[src/rtl/counter_pkg.sv]
// Shared types and default sizes for the seek controller and its counter.
package counter_pkg;

    localparam int WIDTH_DEF = 8;
    localparam int DIV_W_DEF = 4;

    // CLEAR is a one-cycle state: not busy, but not accepting commands either.
    typedef enum logic [1:0] {
        ST_IDLE  = 2'd0,
        ST_SEEK  = 2'd1,
        ST_CLEAR = 2'd2
    } state_e;

endpackage

[src/rtl/counter_seek_ctrl_if.sv]
// Command and status bundle between a host command source and counter_seek_ctrl.
interface counter_seek_ctrl_if
    import counter_pkg::*;
#(
    parameter int WIDTH = WIDTH_DEF,
    parameter int DIV_W = DIV_W_DEF
);

    logic             CMD_VALID;
    logic             CMD_READY;
    logic             CMD_CLEAR;
    logic [WIDTH-1:0] CMD_TARGET;
    logic [DIV_W-1:0] CMD_RATE;
    logic             ABORT;
    logic [WIDTH-1:0] OUT;
    logic             BUSY;
    logic             DIR;
    logic             DONE;
    logic             ABORTED;

    modport master (
        output CMD_VALID, CMD_CLEAR, CMD_TARGET, CMD_RATE, ABORT,
        input  CMD_READY, OUT, BUSY, DIR, DONE, ABORTED
    );

    modport slave (
        input  CMD_VALID, CMD_CLEAR, CMD_TARGET, CMD_RATE, ABORT,
        output CMD_READY, OUT, BUSY, DIR, DONE, ABORTED
    );

endinterface

[src/rtl/updown_counter.sv]
// Plain up/down counter with synchronous clear; clear wins over enable.
module updown_counter #(
    parameter int WIDTH = 8
) (
    input  logic             CLOCK,
    input  logic             RESET,
    input  logic             EN,
    input  logic             UP,
    input  logic             CLR,
    output logic [WIDTH-1:0] OUT
);

    localparam logic [WIDTH-1:0] ONE = {{(WIDTH-1){1'b0}}, 1'b1};

    logic [WIDTH-1:0] cnt_q;
    logic [WIDTH-1:0] cnt_d;

    always_comb begin
        cnt_d = cnt_q;
        if (CLR) begin
            cnt_d = '0;
        end else if (EN) begin
            cnt_d = UP ? (cnt_q + ONE) : (cnt_q - ONE);
        end
    end

    always_ff @(posedge CLOCK or posedge RESET) begin
        if (RESET) begin
            cnt_q <= '0;
        end else begin
            cnt_q <= cnt_d;
        end
    end

    assign OUT = cnt_q;

endmodule

[src/rtl/counter_seek_ctrl.sv]
// Steps an owned counter toward a commanded target at a programmable rate,
// with clear, abort and one-cycle completion pulses.
//   state | meaning
//   IDLE  | ready for a command, counter held
//   SEEK  | stepping toward target_q every rate_q+1 cycles
//   CLEAR | zeroing the counter, back to IDLE next edge
module counter_seek_ctrl
    import counter_pkg::*;
#(
    parameter int WIDTH = WIDTH_DEF,
    parameter int DIV_W = DIV_W_DEF
) (
    input  logic                CLOCK,
    input  logic                RESET,
    counter_seek_ctrl_if.slave  bus
);

    localparam logic [DIV_W-1:0] PRESC_ONE = {{(DIV_W-1){1'b0}}, 1'b1};

    state_e           state_q,  state_d;
    logic [DIV_W-1:0] presc_q,  presc_d;
    logic [DIV_W-1:0] rate_q,   rate_d;
    logic [WIDTH-1:0] target_q, target_d;
    logic             dir_q,    dir_d;
    logic             done_q,   done_d;
    logic             abort_q,  abort_d;

    logic [WIDTH-1:0] count;
    logic             cnt_en;
    logic             cnt_clr;
    logic             at_target;
    logic             step_due;

    assign at_target = (count == target_q);
    assign step_due  = (presc_q == rate_q);

    always_comb begin
        state_d  = state_q;
        presc_d  = presc_q;
        rate_d   = rate_q;
        target_d = target_q;
        dir_d    = dir_q;
        done_d   = 1'b0;
        abort_d  = 1'b0;
        cnt_en   = 1'b0;
        cnt_clr  = 1'b0;

        case (state_q)
            ST_IDLE: begin
                if (bus.CMD_VALID) begin
                    rate_d  = bus.CMD_RATE;
                    presc_d = '0;
                    if (bus.CMD_CLEAR) begin
                        target_d = '0;
                        dir_d    = 1'b0;
                        state_d  = ST_CLEAR;
                    end else begin
                        target_d = bus.CMD_TARGET;
                        dir_d    = (bus.CMD_TARGET > count);
                        state_d  = ST_SEEK;
                    end
                end
            end

            // Equality outranks ABORT so a seek that lands never reports aborted.
            ST_SEEK: begin
                if (at_target) begin
                    state_d = ST_IDLE;
                    done_d  = 1'b1;
                end else if (bus.ABORT) begin
                    state_d = ST_IDLE;
                    abort_d = 1'b1;
                end else if (step_due) begin
                    cnt_en  = 1'b1;
                    presc_d = '0;
                end else begin
                    presc_d = presc_q + PRESC_ONE;
                end
            end

            ST_CLEAR: begin
                cnt_clr = 1'b1;
                state_d = ST_IDLE;
                done_d  = 1'b1;
            end

            default: begin
                state_d = ST_IDLE;
            end
        endcase
    end

    always_ff @(posedge CLOCK or posedge RESET) begin
        if (RESET) begin
            state_q  <= ST_IDLE;
            presc_q  <= '0;
            rate_q   <= '0;
            target_q <= '0;
            dir_q    <= 1'b0;
            done_q   <= 1'b0;
            abort_q  <= 1'b0;
        end else begin
            state_q  <= state_d;
            presc_q  <= presc_d;
            rate_q   <= rate_d;
            target_q <= target_d;
            dir_q    <= dir_d;
            done_q   <= done_d;
            abort_q  <= abort_d;
        end
    end

    // Direction is fixed at accept; the seek is monotonic so it never flips mid-run.
    updown_counter #(
        .WIDTH (WIDTH)
    ) u_counter (
        .CLOCK (CLOCK),
        .RESET (RESET),
        .EN    (cnt_en),
        .UP    (dir_q),
        .CLR   (cnt_clr),
        .OUT   (count)
    );

    assign bus.CMD_READY = (state_q == ST_IDLE);
    assign bus.BUSY      = (state_q == ST_SEEK);
    assign bus.OUT       = count;
    assign bus.DIR       = dir_q;
    assign bus.DONE      = done_q;
    assign bus.ABORTED   = abort_q;

endmodule

[src/flat_wrapper.sv]
// flat-port wrapper written by rule: the top's interface ports become plain ports
module counter_seek_ctrl_flat import counter_pkg::*;
#(
    parameter int WIDTH = WIDTH_DEF,
    parameter int DIV_W = DIV_W_DEF
)
  (CLOCK, RESET, bus_CMD_VALID, bus_CMD_CLEAR, bus_CMD_TARGET, bus_CMD_RATE, bus_ABORT, bus_CMD_READY, bus_OUT, bus_BUSY, bus_DIR, bus_DONE, bus_ABORTED);
  counter_seek_ctrl_if #(.WIDTH(WIDTH), .DIV_W(DIV_W)) bus_i ();
  input  logic CLOCK;
  input  logic RESET;
  input wire logic [$bits(bus_i.CMD_VALID)-1:0] bus_CMD_VALID;
  input wire logic [$bits(bus_i.CMD_CLEAR)-1:0] bus_CMD_CLEAR;
  input wire logic [$bits(bus_i.CMD_TARGET)-1:0] bus_CMD_TARGET;
  input wire logic [$bits(bus_i.CMD_RATE)-1:0] bus_CMD_RATE;
  input wire logic [$bits(bus_i.ABORT)-1:0] bus_ABORT;
  output wire logic [$bits(bus_i.CMD_READY)-1:0] bus_CMD_READY;
  output wire logic [$bits(bus_i.OUT)-1:0] bus_OUT;
  output wire logic [$bits(bus_i.BUSY)-1:0] bus_BUSY;
  output wire logic [$bits(bus_i.DIR)-1:0] bus_DIR;
  output wire logic [$bits(bus_i.DONE)-1:0] bus_DONE;
  output wire logic [$bits(bus_i.ABORTED)-1:0] bus_ABORTED;
  assign bus_i.CMD_VALID = bus_CMD_VALID;
  assign bus_i.CMD_CLEAR = bus_CMD_CLEAR;
  assign bus_i.CMD_TARGET = bus_CMD_TARGET;
  assign bus_i.CMD_RATE = bus_CMD_RATE;
  assign bus_i.ABORT = bus_ABORT;
  assign bus_CMD_READY = bus_i.CMD_READY;
  assign bus_OUT = bus_i.OUT;
  assign bus_BUSY = bus_i.BUSY;
  assign bus_DIR = bus_i.DIR;
  assign bus_DONE = bus_i.DONE;
  assign bus_ABORTED = bus_i.ABORTED;
  counter_seek_ctrl #(.WIDTH(WIDTH), .DIV_W(DIV_W)) u_core (.CLOCK(CLOCK), .RESET(RESET), .bus(bus_i));
endmodule
[config.mk]
export PLATFORM = sky130hd
export DESIGN_NAME = counter_seek_ctrl_flat
export DESIGN_NICKNAME = d
export VERILOG_FILES = /design/src/rtl/counter_pkg.sv /design/src/rtl/counter_seek_ctrl_if.sv /design/src/rtl/updown_counter.sv /design/src/rtl/counter_seek_ctrl.sv /design/src/flat_wrapper.sv
export SDC_FILE = /design/constraint.sdc
export NUM_CORES = 1
export LEC_CHECK = 0
export CAP_MARGIN = 5
export CORE_AREA = 3 3 58 71
export DETAILED_ROUTE_END_ITERATION = 16
export DIE_AREA = 0 0 61 74
export PLACE_DENSITY = 0.76
export SETUP_SLACK_MARGIN = 0.1
export SLEW_MARGIN = 10
export SYNTH_ARGS = -nofsm -noshare
export SYNTH_HDL_FRONTEND = slang
export SYNTH_HIERARCHICAL = 1
export SYNTH_SLANG_ARGS = --single-unit
[constraint.sdc]
create_clock -name CLOCK -period 3.6 [get_ports CLOCK]
set_input_delay 1.08 -clock CLOCK [delete_from_list [all_inputs] [get_ports CLOCK]]
set_output_delay 1.08 -clock CLOCK [all_outputs]
set_load 0.1 [all_outputs]
Yosys cells after proc, flatten, opt, wreduce, memory -nomap -nowiden
Index checks and enable logic that the tools add are counted.
{ "op_classes": {"reduce_logical": 6, "shifts": 0, "mux": 25, "n_eq_ne": 8, "n_div": 0, "order_cmp": 1, "multipliers": 0, "add_sub_neg": 3, "bitwise": 0} }
{ "ops": {"columns": ["operator", "n"], "rows": [
  ["8-bit two-way mux", 4],
  ["4-bit two-way mux", 4],
  ["1-bit two-way mux", 10],
  ["8-bit by 1-bit adder with 8-bit output, second input constant", 1],
  ["8-bit equality test", 1],
  ["8-bit greater-than comparator", 1],
  ["2-bit two-way mux", 4],
  ["4-bit case mux with 2 select lines", 1],
  ["8-bit by 1-bit subtractor with 8-bit output, second input constant", 1],
  ["2-bit inequality test, second input constant", 3],
  ["4-bit by 1-bit adder with 4-bit output, second input constant", 1],
  ["4-bit equality test", 1],
  ["2-bit case mux with 2 select lines", 1],
  ["2-bit AND reduction", 2],
  ["4-bit AND reduction", 1],
  ["2-bit nonzero test", 2],
  ["3-bit by 2-bit inequality test with 1-bit output, second input constant", 1],
  ["2-bit by 1-bit equality test with 1-bit output, second input constant", 1],
  ["2-bit equality test, second input constant", 1],
  ["2-bit zero test", 1],
  ["1-bit case mux with 2 select lines", 1]
]} }
{ "totals": {"mem_bits_rw": 0, "latch_bits": 0, "rom_bits": 0, "inputBits": 17, "memories": 0, "reg_bits": 29} }

Depth between registers and ports, before layout
Gate-level depths: netlist (run 1).
{ "depth": {"depth_word": 7, "depth_mapped": 10, "mapped_depth_nobuf": 10} }

Cells and area by module
Netlist (run 1), hierarchy kept.
{ "modules_own_cells": {"columns": ["mod", "instances", "area_per_inst_um2", "cells_per_inst"], "rows": [
  ["counter_seek_ctrl", 1, 1262.5, 133],
  ["updown_counter", 1, 641.9, 75]
]} }

Worst setup path before layout (run 1)
Ideal clock, no wire load.
{ "synth_timing": {"kind": "reg2reg", "start": "reg u_core.state_q[1]", "end": "reg u_core.u_counter.cnt_q[7], in the netlist u_core/u_counter/OUT[7]", "setup_slack_ps": 825, "path_stages_with_launch": 11, "arrival_time_ps": 2700, "required_ps": 3526, "synth_period_minus_slack_ps": 2775, "setup_time_ps": 74, "cell_sequence": "dfrtp_1 > inv_1 > ha_1 > o21ai_1 > or2_1 > nor2_1 > buf_2 > nand4_1 > mux2_4 > a21o_1 > a21oi_2"} }
{ "synth_between": {"elab_chain_cells": 3} }
{ "synth_rtl": {"columns": ["item", "line", "source"], "rows": [
  ["start: declaration", "counter_seek_ctrl.sv:20", "state_e state_q, state_d;"],
  ["start signal: assignment", "counter_seek_ctrl.sv:103", "state_q <= state_d;"],
  ["2-bit by 1-bit equality test with 1-bit output", null, null],
  ["via bus_BUSY", "flat_wrapper.sv:18", "output wire logic [$bits(bus_i.BUSY)-1:0] bus_BUSY;"],
  ["1-bit two-way mux", "counter_seek_ctrl.sv:48", "case (state_q)"],
  ["via u_core.cnt_en", "counter_seek_ctrl.sv:29", "logic cnt_en;"],
  ["2-bit nonzero test (no source line)", null, null],
  ["end signal: assignment", "updown_counter.sv:31", "cnt_q <= cnt_d;"],
  ["end: declaration", "updown_counter.sv:15", "logic [WIDTH-1:0] cnt_q;"]
]} }
The timed path passes the listed nets, and every way through them passes these cells.
A chain may end at the register's enable or synchronous reset.

Worst setup path after layout (run 1)
{ "layout_timing": {"start": "in bus_CMD_TARGET[1]", "end": "reg u_core.dir_q, in the netlist u_core/bus.DIR"} }
{ "layout_between": {"elab_chain_cells": 2} }
{ "layout_rtl": {"columns": ["item", "line", "source"], "rows": [
  ["start: declaration", "flat_wrapper.sv:13", "input wire logic [$bits(bus_i.CMD_TARGET)-1:0] bus_CMD_TARGET;"],
  ["8-bit greater-than comparator", "counter_seek_ctrl.sv:59", "dir_d = (bus.CMD_TARGET > count);"],
  ["1-bit two-way mux", "counter_seek_ctrl.sv:53", "if (bus.CMD_CLEAR) begin"],
  ["end signal: assignment", "counter_seek_ctrl.sv:107", "dir_q <= dir_d;"],
  ["end: declaration", "counter_seek_ctrl.sv:24", "logic dir_q, dir_d;"]
]} }
Every way passes these cells.

==> impl_metrics.tcl, run 1 <==
set metrics [dict create \
    status "completed" \
    synth_fp_nets 244 \
    netlist_area_um2 1900 \
    avgSynthCellArea_um2 9.16 \
    async_reset_ff_share_pct 100 \
    port_buffers 29 \
    dp.cells 273 \
    core_area_um2 3570 \
    synth_flop_cell "dfrtp_1" \
    dp_slack_ns 0.759 \
    fmax_ghz 0.381 \
    wire_per_inst_um 14.9 \
    slew_headroom_pct 46.2 \
    drive_above_1_share_pct 12.0 \
    initial_core_util_pct 53.3 \
    final_cell_count_no_fill 281 \
    postCtsSetupRepairBufs 0 \
    pin_count 30 \
    clkLatencyLatePin_ns 0.28 \
    yosys_warnings 6 \
    fin_worst_skew_ns 0.00216 \
    cts.sinks 29 \
    p_leak_nw 0.980 \
    vias 1575 \
    cts_tree "yes" \
    cp-start-kind "input pin" \
    min_to "u_core/target_q[6]$_DFFE_PP0P_" \
    cts-root-buf "clkbuf_8" \
    clk_path_buf_depth 2 \
    fill_cells 321 \
    die-area_um2 4510 \
    placed_area_um2 2200 \
    die_w_um 61 \
    hold_path.startpoint "u_core/target_q[6]$_DFFE_PP0P_" \
    cp_max_fo 2 \
    period_minus_slack_ns 2.63 \
    whs_ns 0.503 \
    drv_cap 0 \
    synth_cells 208 \
    seq_area_frac_synth_pct 38.1 \
    cts_hold_buffers 0 \
    worst_ep_required_time_ns 3.75 \
    via_per_inst 5.60 \
    place.gp.congestion 0.832 \
    critPathKind "input pin to flop" \
    synth.top_cell.area_share_pct 38.1 \
    grt_pass1_wl_um 7020 \
    synthMostInstantiatedCell "dfrtp_1" \
    dp_hpwl_um 3090 \
    r2r_start "u_core/bus.DIR$_DFFE_PP0P_" \
    fin_setup_tns_ns 0 \
    antenna_found_initial 0 \
    diodes 0 \
    peakVddDrop_v 0.000545 \
    worst_r2r_path_depth 7 \
    finalSetupViolCount 0 \
    powerDensity_nw_per_um2 906 \
    grt_usage_pct 21.4 \
    fp.dieH_um 74 \
    finalNetCount 277 \
    r2r-end "u_core/u_counter/OUT[7]$_DFFE_PP0P_" \
    cts_buffers 5 \
    min_delay_path_depth 2 \
    crit_path_end_kind "flop" \
    htreeDepth 2 \
    synth.area.top_cells "dfrtp_1 38%, ha_1 12%, xnor2_1 6.0%" \
    grt_start_max_net_pins 22 \
    worst_slew_pin_slew_ns 0.805 \
    synth_edf_count 0 \
    drt_iter0_drc 69 \
    overflow 0 \
    clk_pin_slew_ns 0.06 \
    ys_ff_latch 29 \
    rows 24 \
    synthTopCellsByCount "29 x dfrtp_1, 23 x nand2_1, 20 x inv_1" \
    dr.pass1.iters 4 \
    drt-total-wl_um 4170 \
    ant_nets 0 \
    rsz0062_at_grt "no" \
    fin_crit_sh_pct 72.9 \
    slew_viol_final 0 \
    setup_ws_ns 0.975 \
    worstPathArrival_ns 2.77 \
    synth_top_cell_by_area "dfrtp_1" \
    post-route-cell-area_um2 2280 \
    first_global_vias 1517 \
    cts_resized 0 \
    drc 0 \
    rrSetupSlack_ns 1.37 \
    areaGrowthSynthToFinish_pct 19.8 \
    ys_types 46 \
    hp-class "flop to flop" \
    hold_viol 0 \
]
## registers in the layout, summed over array words and instances (netlist names)
| register | count |
|---|---|
| u_core/target_q | 8 |
| u_core/u_counter/OUT | 8 |
| u_core/presc_q | 4 |
| u_core/rate_q | 4 |
| u_core/state_q | 2 |
| u_core/bus.ABORTED | 1 |
| u_core/bus.DIR | 1 |
| u_core/bus.DONE | 1 |
## power by group
part / internal, W / leakage [nW] / total (W) / switching, W
logic: 0.000412 / 0.557 / 0.00124 / 0.000826
clock network: 0.000137 / 0.0395 / 0.000259 / 0.000122
registers: 0.000445 / 0.383 / 0.000569 / 0.000124
## stage by stage
stage	total power [W]	util (%)
finish	0.00207	63.9
global route	0.00221	63.9
CTS	0.00208	63.9
detailed placement	0.00180	61.6
global placement	0.00179	61.6
floorplan	0.00155	-
## placed cells by master (no fill, tap or decap), types with 7 or more instances in the layout
cell and count:
a21oi_1 12, buf_4 14, clkdlybuf4s50_1 16, dfrtp_1 29, ha_1 18, inv_1 20
nand2_1 23, nand3_1 7, nor2_1 11, o21ai_0 10, xnor2_1 13
## worst max path at each step
stage	slack [ns]	from	endpoint	cells after the start
after floorplan	0.83	u_core/state_q[1]$_DFFE_PP0P_	u_core/u_counter/OUT[7]$_DFFE_PP0P_	10
after global placement	0.81	bus_ABORT	u_core/u_counter/OUT[7]$_DFFE_PP0P_	8
after detailed placement	0.76	bus_CMD_TARGET[1]	u_core/bus.DIR$_DFFE_PP0P_	7
after CTS	0.94	bus_CMD_TARGET[1]	u_core/bus.DIR$_DFFE_PP0P_	7
after global routing	0.84	bus_CMD_TARGET[1]	u_core/bus.DIR$_DFFE_PP0P_	7
final	0.97	bus_CMD_TARGET[1]	u_core/bus.DIR$_DFFE_PP0P_	7
## metal layers
| metal | part of all wire (%) | GRT usage, % | wire (µm) | vias to the layer above |
|---|---|---|---|---|
| li1 | - | - | - | 794 |
| met1 | 43 | 25.7 | 1780 | 732 |
| met2 | 50 | 35.3 | 2080 | 42 |
| met3 | 5.3 | 4.34 | 221 | 7 |
| met4 | 2.3 | 12.0 | 95 | 0 |
| met5 | 0 | 0 | 0 | - |
## critical path, cell delays in order
cell and delay, ns:
clkdlybuf4s50_1 0.43, ha_1 0.31, nor2b_1 0.13, o211ai_1 0.14, a21oi_1 0.09, a2111oi_0 0.41
o21ai_0 0.18
## cells by family after synthesis
| group | after synthesis | synth area share, % |
|---|---|---|
| buffers and inverters | 25 | 4.99 |
| multiplexers | 6 | 3.68 |
| AO/OA/AOI/OAI | 49 | 17.0 |
| AND/OR/NAND/NOR | 67 | 17.4 |
| flip-flops | 29 | 38.1 |
| XOR/XNOR | 13 | 5.98 |
| adder cells (fa/ha/maj) | 19 | 12.9 |
## final cells by class
type                            count  area [µm²]  area share (%)
Tap cell                           39        48.8            2.14
Sequential cell                    29         726            31.8
Clock buffer                        8        80.1            3.51
Timing Repair Buffer               30         265            11.6
Multi-Input combinational cell    154        1080            47.5
Inverter                           21        78.8            3.45
(Power assumes the default switching activity.)
==> inputs of run 2 (changes only) <==
--- a/config.mk
+++ b/config.mk
@@ -6,10 +6,10 @@
 export NUM_CORES = 1
 export LEC_CHECK = 0
 export CAP_MARGIN = 5
-export CORE_AREA = 3 3 58 71
+export CORE_AREA = 3 3 62 75
 export DETAILED_ROUTE_END_ITERATION = 16
-export DIE_AREA = 0 0 61 74
-export PLACE_DENSITY = 0.76
+export DIE_AREA = 0 0 65 78
+export PLACE_DENSITY = 0.71
 export SETUP_SLACK_MARGIN = 0.1
 export SLEW_MARGIN = 10
 export SYNTH_ARGS = -nofsm -noshare
==> constraint.sdc (replaced) <==
create_clock -name CLOCK -period 2.4 [get_ports CLOCK]
set_input_delay 0.72 -clock CLOCK [delete_from_list [all_inputs] [get_ports CLOCK]]
set_output_delay 0.72 -clock CLOCK [all_outputs]
set_load 0.1 [all_outputs]
==> impl_metrics.tcl, run 2 (synthesis gave the netlist of run 1 again) <==
set metrics [dict create \
    wire_per_inst_um 13.8 \
    ant_nets 0 \
    place.gp.congestion 0.787 \
    port_buffers 29 \
    first_global_vias 1529 \
    period_minus_slack_ns 2.14 \
    grt_pass1_wl_um 6930 \
    worst_ep_required_time_ns 2.55 \
    clk_pin_slew_ns 0.06 \
    die_w_um 65 \
    grt_usage_pct 17.9 \
    rsz0062_at_grt "no" \
    overflow 0 \
    peakVddDrop_v 0.000760 \
    rows 25 \
    areaGrowthSynthToFinish_pct 26.8 \
    cp_max_fo 2 \
    postCtsSetupRepairBufs 0 \
    diodes 0 \
    powerDensity_nw_per_um2 1350 \
    slew_headroom_pct 66.2 \
    cts_buffers 5 \
    setup_ws_ns 0.258 \
    power.switching_w 0.00162 \
    dr.pass1.iters 4 \
    worstPathArrival_ns 2.30 \
    finalNetCount 282 \
    slowest_delay_ns 0.43 \
    worst_slew_pin_slew_ns 0.506 \
    hp-class "flop to flop" \
    pin_count 30 \
    seq_power_share_pct 26.7 \
    fp.dieH_um 78 \
    vias 1604 \
    final_core_util_pct 60.8 \
    slowest_stage "clkdlybuf4s50_1" \
    cts_tree "yes" \
    p_clk_share_pct 13.6 \
    mostFrequentLayoutCell "nand2_1" \
    crit_path_end_kind "flop" \
    finalSetupViolCount 0 \
    hold_viol 0 \
    via_per_inst 5.33 \
    placed_area_um2 2310 \
    cts-root-buf "clkbuf_8" \
    dp_hpwl_um 3270 \
    clk_path_buf_depth 2 \
    path_cells "clkdlybuf4s50_1 > ha_1 > nor2b_1 > o211ai_1 > a21oi_1 > a2111oi_2 > o21ai_0" \
    p_sw_share_pct 49.8 \
    htreeDepth 2 \
    clkLatencyLatePin_ns 0.28 \
    cts_hold_buffers 0 \
    drt_iter0_drc 91 \
    die-area_um2 5070 \
    post-route-cell-area_um2 2410 \
    drt-total-wl_um 4150 \
    initial_core_util_pct 47.9 \
    dp_slack_ns -0.0838 \
    fin_worst_skew_ns 0.00416 \
    core_area_um2 3970 \
    p_leak_nw 1.01 \
    grt_start_max_net_pins 22 \
    slew_viol_final 0 \
    cp-start-kind "input pin" \
    drc 0 \
    worst_r2r_path_depth 7 \
    critPathKind "input pin to flop" \
    fin_crit_sh_pct 89.3 \
    cts_resized 0 \
    antenna_found_initial 0 \
    min_delay_path_depth 2 \
    drive_above_1_share_pct 19.4 \
    cts.sinks 29 \
    power_frac_comb_pct 59.7 \
    status "completed" \
    drv_cap 0 \
    internal_power_w 0.00163 \
    final_cell_mix "23 x nand2_1, 20 x inv_1, 20 x dfrtp_1, 17 x buf_4, 17 x ha_1" \
    fmax_ghz 0.467 \
]
[run 2: cell count changes in the layout (fill, tap and decap cells not counted), sizes merged]
cell    before  now
buf         14   19
clkbuf       8    7
clkinv       1    2
[run 2: critical path, delay by kind of cell]
family                     cells  cell delay (ns)
AOI/OAI and AO/OA              4             0.70
adders and majority gates      1             0.31
buffers and inverters          1             0.43
and+or+nand+nor                1             0.13
[run 2: final timing paths]
check	start	end	slack (ns)
setup reg to reg	u_core/bus.DIR$_DFFE_PP0P_	u_core/u_counter/OUT[7]$_DFFE_PP0P_	0.29
hold / removal	u_core/target_q[0]$_DFFE_PP0P_	u_core/target_q[0]$_DFFE_PP0P_	0.50
max in group asynchronous	RESET	u_core/bus.DIR$_DFFE_PP0P_	1.36
setup / recovery	bus_CMD_TARGET[1]	u_core/bus.DIR$_DFFE_PP0P_	0.26
min in group asynchronous	RESET	u_core/u_counter/OUT[5]$_DFFE_PP0P_	0.71
hold reg to reg	u_core/target_q[0]$_DFFE_PP0P_	u_core/target_q[0]$_DFFE_PP0P_	0.50
[run 2: stage by stage]
step | power [W] | hold slack (ns) | cells | TNS, ns
final | 0.00325 | 0.497 | 301 | 0
after global placement | 0.00279 | 0.484 | 293 | -0.0148
after detailed placement | 0.00282 | 0.487 | 293 | -0.0838
after global routing | 0.00348 | 0.532 | 301 | 0
after CTS | 0.00327 | 0.501 | 301 | 0
after floorplan | 0.00235 | 0.470 | 208 | 0
[run 2: layer usage]
layer  track usage, %  wire length [µm]  up-vias
met2             30.3              2080       44
li1                 -                 -      807
met1             21.5              1840      747
met5                0                 0        -
met3             4.49               158        6
met4             6.98                67        0
[run 2: area by class of cell]
| cell class | count | area, µm² |
|---|---|---|
| fillers | 349 | 1560 |
| multi-input cells | 154 | 1100 |
| flip-flops and latches | 29 | 737 |
| repair buffers | 35 | 328 |
| clock buffers | 7 | 96.3 |
| inverters | 21 | 78.8 |
| well taps | 54 | 67.6 |
| clock inverters | 1 | 5.00 |
[run 2: power by group through the flow]
stage	logic (W)	clock network [W]	registers [W]
floorplan	0.00113	0	0.00122
global placement	0.00192	0	0.000874
detailed placement	0.00194	0	0.000879
CTS	0.00194	0.000460	0.000870
global route	0.00211	0.000476	0.000892
finish	0.00194	0.000443	0.000867
